===== config.mk =====
export PLATFORM = sky130hd
export DESIGN_NAME = rr_arbiter8
export DESIGN_NICKNAME = d
export VERILOG_FILES = /design/src/rtl/rr_arb_pkg.sv /design/src/rtl/rr_priority_pick.sv /design/src/rtl/rr_arbiter8.sv
export SDC_FILE = /design/constraint.sdc
export NUM_CORES = 1
export LEC_CHECK = 0
export ABC_AREA = 1
export BUFFER_PORTS_ARGS = -buffer_cell sky130_fd_sc_hd__clkbuf_2
export CORE_ASPECT_RATIO = 1.25
export CORE_MARGIN = 3
export CORE_UTILIZATION = 35
export DETAILED_ROUTE_END_ITERATION = 10
export PLACE_DENSITY = 0.59
export SETUP_SLACK_MARGIN = 0.05
export SYNTH_ARGS = -nofsm -noshare
export SYNTH_HDL_FRONTEND = slang
export SYNTH_SLANG_ARGS = --single-unit

===== constraint.sdc =====
create_clock -name clk -period 5.7 [get_ports clk]
set_input_delay 0.855 -clock clk [delete_from_list [all_inputs] [get_ports clk]]
set_output_delay 0.855 -clock clk [all_outputs]
set_load 0.02 [all_outputs]

===== src/rtl/rr_arb_pkg.sv =====
// Shared constants, state encoding and helpers for the 8-way round-robin arbiter.
package rr_arb_pkg;

  localparam int N_REQ = 8;
  localparam int ID_W  = 3;

  typedef enum logic {
    IDLE = 1'b0,
    BUSY = 1'b1
  } state_t;

  // Last-owner pointer after reset; makes requester 0 the first in line.
  localparam logic [ID_W-1:0] LAST_RESET = 3'd7;

  function automatic logic [N_REQ-1:0] onehot(input logic [ID_W-1:0] id);
    logic [N_REQ-1:0] v;
    v     = '0;
    v[id] = 1'b1;
    return v;
  endfunction

endpackage


===== src/rtl/rr_priority_pick.sv =====
// Rotating priority pick: first set req bit scanning from last+1 upward, wrapping mod 8.
module rr_priority_pick
  import rr_arb_pkg::*;
(
  input  logic [N_REQ-1:0] req,
  input  logic [ID_W-1:0]  last,
  output logic [ID_W-1:0]  pick_id,
  output logic             pick_valid
);

  logic [N_REQ-1:0] rot;
  logic [ID_W-1:0]  enc;

  // rot[0] is the requester right after last, so lower rot index = higher priority.
  generate
    for (genvar gi = 0; gi < N_REQ; gi++) begin : g_rot
      logic [ID_W-1:0] src_idx;
      assign src_idx = last + ID_W'(gi + 1);
      assign rot[gi] = req[src_idx];
    end
  endgenerate

  always_comb begin
    enc = '0;
    for (int i = N_REQ - 1; i >= 0; i--) begin
      if (rot[i]) enc = ID_W'(i);
    end
  end

  assign pick_valid = |req;
  assign pick_id    = last + enc + ID_W'(1);

endmodule


===== src/rtl/rr_arbiter8.sv =====
// Round-robin arbiter for 8 requesters with hold-until-done ownership and a hold-time watchdog.
module rr_arbiter8
  import rr_arb_pkg::*;
#(
  parameter int MAX_HOLD = 16
)(
  input  logic             clk,
  input  logic             rst,
  input  logic [N_REQ-1:0] req,
  input  logic             done,
  output logic [N_REQ-1:0] grant,
  output logic [ID_W-1:0]  grant_id,
  output logic             grant_valid,
  output logic             timeout
);

  localparam int HOLD_W = (MAX_HOLD > 1) ? $clog2(MAX_HOLD) : 1;
  localparam logic [HOLD_W-1:0] HOLD_LAST = HOLD_W'(MAX_HOLD - 1);

  state_t            state_reg, state_next;
  logic [HOLD_W-1:0] hold_cnt_reg, hold_cnt_next;
  logic [ID_W-1:0]   last_reg, last_next;
  logic [N_REQ-1:0]  grant_reg, grant_next;
  logic [ID_W-1:0]   grant_id_reg, grant_id_next;
  logic              grant_valid_reg, grant_valid_next;
  logic              timeout_reg, timeout_next;

  logic [ID_W-1:0]   pick_id;
  logic              pick_valid;
  logic              owner_req, wd_hit, release_now;

  // last_reg equals the owner while BUSY, so one pick serves both idle grant and handover.
  rr_priority_pick u_pick (
    .req        (req),
    .last       (last_reg),
    .pick_id    (pick_id),
    .pick_valid (pick_valid)
  );

  assign owner_req   = req[grant_id_reg];
  assign wd_hit      = (MAX_HOLD != 0) && (hold_cnt_reg == HOLD_LAST);
  assign release_now = done || !owner_req || wd_hit;

  always_comb begin
    state_next       = state_reg;
    hold_cnt_next    = hold_cnt_reg;
    last_next        = last_reg;
    grant_next       = grant_reg;
    grant_id_next    = grant_id_reg;
    grant_valid_next = grant_valid_reg;
    timeout_next     = 1'b0;

    case (state_reg)
      IDLE: begin
        if (pick_valid) begin
          state_next       = BUSY;
          grant_next       = onehot(pick_id);
          grant_id_next    = pick_id;
          grant_valid_next = 1'b1;
          last_next        = pick_id;
          hold_cnt_next    = '0;
        end
      end
      BUSY: begin
        hold_cnt_next = hold_cnt_reg + HOLD_W'(1);
        if (release_now) begin
          // Watchdog pulse only when nothing else would have released this cycle.
          timeout_next  = wd_hit && !done && owner_req;
          hold_cnt_next = '0;
          if (pick_valid) begin
            grant_next    = onehot(pick_id);
            grant_id_next = pick_id;
            last_next     = pick_id;
          end else begin
            state_next       = IDLE;
            grant_next       = '0;
            grant_valid_next = 1'b0;
          end
        end
      end
      default: state_next = IDLE;
    endcase
  end

  always_ff @(posedge clk) begin
    if (rst) begin
      state_reg       <= IDLE;
      hold_cnt_reg    <= '0;
      last_reg        <= LAST_RESET;
      grant_reg       <= '0;
      grant_id_reg    <= '0;
      grant_valid_reg <= 1'b0;
      timeout_reg     <= 1'b0;
    end else begin
      state_reg       <= state_next;
      hold_cnt_reg    <= hold_cnt_next;
      last_reg        <= last_next;
      grant_reg       <= grant_next;
      grant_id_reg    <= grant_id_next;
      grant_valid_reg <= grant_valid_next;
      timeout_reg     <= timeout_next;
    end
  end

  assign grant       = grant_reg;
  assign grant_id    = grant_id_reg;
  assign grant_valid = grant_valid_reg;
  assign timeout     = timeout_reg;

endmodule

==> summary.txt <==
Setup path
  • Critical-path top delay cell: dfxtp_1
  • CP delay by family, top: adder cells
  • Critical path buffers and inverters: 3
  • WP data required: 5890 ps
  • Cell mode on critical path: nand2_1
  • Worst Setup End Kind: flip-flop
  • Critical Path Max Stage Delay: 620 ps
  • Worst setup SP type: flip-flop
  • Worst Path Max Fanout: 11
  • Crit Path Class: flip-flop to flip-flop
  • Worst Path Arrival: 3600 ps
  • CP Cell Sequence: inv_6, ha_1, inv_1, nand3_1, nand3_1, a31oi_1, o21ai_0, nand2_1, nand2_1, nand2_1, ha_1, fa_1, xnor2_1, inv_1, nand2_4, nand4_1, a21oi_1

Synth
  • Synth cell types: 33
  • Post-Syn Instances: 227
  • Synthesized flop and latch total: 21
  • Synthesized area: 0.00156 mm^2
  • Syn_area_per_cell: 6.87 um^2
  • Post-Syn Nets: 243
  • Post-synthesis sequential area ratio: 26.9%
  • Synth warn: 0

Timing
  • Fin crit share: 59.8%
  • Hold slack: 468 ps
  • Slew Viols, Final: 0
  • RSZ-0062 raised after global routing: no
  • Final setup skew: 7.30 ps
  • Final setup margin: 2290 ps
  • Total negative setup slack: 0 ps
  • Rel. slew slack: 68.3%
  • Max frequency: 294 MHz
  • Final hold vios: 0
  • Final setup vio count: 0
  • Worst-Margin Slew: 476 ps
  • Min Clock Period, post-route: 3410 ps

Clocking
  • Num Clock Sinks: 21
  • Clock Latency Late Sink: 260 ps
  • CTS Buf Count: 3
  • Setup Buffers After CTS: 0
  • Clk Tree Root Cell: clkbuf_8
  • CTS clk-pin slew, worst paths: 80 ps
  • Hold_buf cts: 0
  • Htree depth: 1
  • Clock Path Buffers: 2
  • CTS tree: yes
  • Post-CTS Resized: 0

Global routing
  • Vias in the first global route: 1413
  • Largest net degree at the start of global routing: 21
  • Total track usage: 14.0%
  • Global route overflow: 0
  • Antenna violations before repair: 0
  • First-pass GRT wire length: 5.95 mm

Place
  • Setup WS pre-CTS: 2260 ps
  • Placed insts: 302
  • PortBufs: 23
  • Half-perimeter wire length after detailed placement: 2.83 mm
  • GPL Wtd Cong: 0.744
  • Post-DP Area: 0.00170 mm^2

Detailed routing
  • DRT antenna net count: 0
  • Via density: 4.84
  • DRC Markers: 0
  • Routed len/inst: 11.2 um
  • Final WL: 3.44 mm
  • Drt pass-1 iters: 4
  • Routed vias: 1480
  • Iter 0 DRT Violations: 47

Power and ir drop
  • Maximum vdd drop: 0.248 mV
  • Total design power: 1.17 mW
  • Logic pwr share: 72.0%
  • Internal power: 0.525 mW
  • NetSw: 0.641 mW
  • Seq pwr share: 19.6%
  • Clk pwr share: 8.4%
  • Switching part of the total: 55.0%
  • Power Density: 668 mW/mm^2
  • Leakage: 0.865 nW

Die
  • Initial Utilization: 37.2%
  • Die width: 65.7 um
  • IO Pins: 24
  • Core Area: 0.00420 mm^2
  • Die area: 0.00530 mm^2
  • Die height: 80.7 um
  • Row count: 26

Cells and area
  • Most frequent cells in the layout: nand2_1 (64), nand3_1 (32), clkbuf_2 (23)
  • Final Cell Area: 0.00175 mm^2
  • Most common cell after layout, fill and taps aside: nand2_1
  • Diode count: 0
  • Fill count: 448
  • Post-Layout Cell Count: 306
  • Area Overhead vs Synth: 11.9%
  • Fraction of layout cells with a size suffix above 1: 23.6%
  • Register Area: 420 um^2
  • Nets: 267
  • Max reg flops: 8
  • Layout Utilization: 41.6%
  • Multi-input gate area: 988 um^2

Outcome
  • Status: finished, final reports clean

Hold path
  • Worst min-delay path category: flip-flop to flip-flop

Run
  • Max-cap violation count: 0
[worst reg2reg max path: stages (launching register included)]
cell	delay, ps
dfxtp_1	620
inv_6	140
ha_1	410
inv_1	150
nand3_1	120
nand3_1	140
a31oi_1	100
o21ai_0	150
nand2_1	70
nand2_1	50
nand2_1	50
ha_1	180
fa_1	370
xnor2_1	290
inv_1	130
nand2_4	130
nand4_1	100
a21oi_1	150
[routing by layer]
metal	vias to the layer above	GRT usage [%]	share of wire, %
met5	-	0	0
met4	0	4.36	1.4
met3	6	1.26	1.2
met2	10	26.3	55
met1	672	16.3	43
li1	792	-	-
[cells by family (layout without fill, tap and decap cells)]
logic type / after synthesis / count (layout) / share of synthesized area, %
AO/OA/AOI/OAI: 25 / 25 / 9.30
XOR/XNOR: 7 / 7 / 3.93
adder cells (fa/ha/maj): 5 / 5 / 4.49
buffers and inverters: 31 / 54 / 9.70
flip-flops: 21 / 21 / 26.9
AND/OR/NAND/NOR: 138 / 138 / 45.6
[area by class of cell]
cell class / count / share of cell area, %
Multi-Input combinational cell: 175 / 56.6
Sequential cell: 21 / 24.1
Timing Repair Buffer: 23 / 6.59
Inverter: 27 / 6.09
Tap cell: 56 / 4.01
Clock buffer: 4 / 2.58
[Yosys cell counts]
library cell / count / area (um^2)
a211o_1: 1 / 8.76
a211oi_1: 2 / 15.0
a21oi_1: 16 / 80.1
a31oi_1: 1 / 6.26
buf_6: 2 / 22.5
clkbuf_8: 1 / 13.8
clkinv_1: 1 / 3.75
dfxtp_1: 21 / 420
dlygate4sd1_1: 1 / 8.76
fa_1: 1 / 20.0
ha_1: 4 / 50.1
inv_1: 22 / 82.6
inv_2: 3 / 11.3
inv_6: 1 / 8.76
nand2_1: 64 / 240
nand2_2: 16 / 100
nand2_4: 4 / 45.0
nand3_1: 32 / 160
nand3_2: 4 / 40.0
nand3_4: 1 / 17.5
nand4_1: 5 / 31.3
nand4_2: 1 / 12.5
nor2_1: 4 / 15.0
nor2_2: 1 / 6.26
nor2_4: 2 / 22.5
nor3_1: 3 / 15.0
nor4_1: 1 / 6.26
o211ai_1: 2 / 15.0
o21a_1: 1 / 7.51
o21ai_0: 1 / 5.00
o21bai_1: 1 / 7.51
xnor2_1: 3 / 26.3
xor2_1: 4 / 35.0
[path summary, 6_finish.rpt]
kind	from	slack [ps]	end	cells after the start
max	last_reg[0]$_SDFFE_PP1P_	2290	grant[7]$_SDFFE_PP0P_	17
min	grant[7]$_SDFFE_PP0P_	470	grant[7]$_SDFFE_PP0P_	2
max reg2reg	last_reg[0]$_SDFFE_PP1P_	2290	grant[7]$_SDFFE_PP0P_	17
min reg2reg	grant[7]$_SDFFE_PP0P_	470	grant[7]$_SDFFE_PP0P_	2
[power groups by stage]
stage / clock network (mW) / logic (mW) / registers [mW]
6_report: 0.0978 / 0.840 / 0.228
3_5_place_dp: 0 / 0.843 / 0.232
2_1_floorplan: 0 / 0.690 / 0.229
4_1_cts: 0.0992 / 0.848 / 0.229
3_3_place_gp: 0 / 0.836 / 0.232
5_1_grt: 0.105 / 0.947 / 0.235
Note: power is estimated with default switching activity, not from simulation.
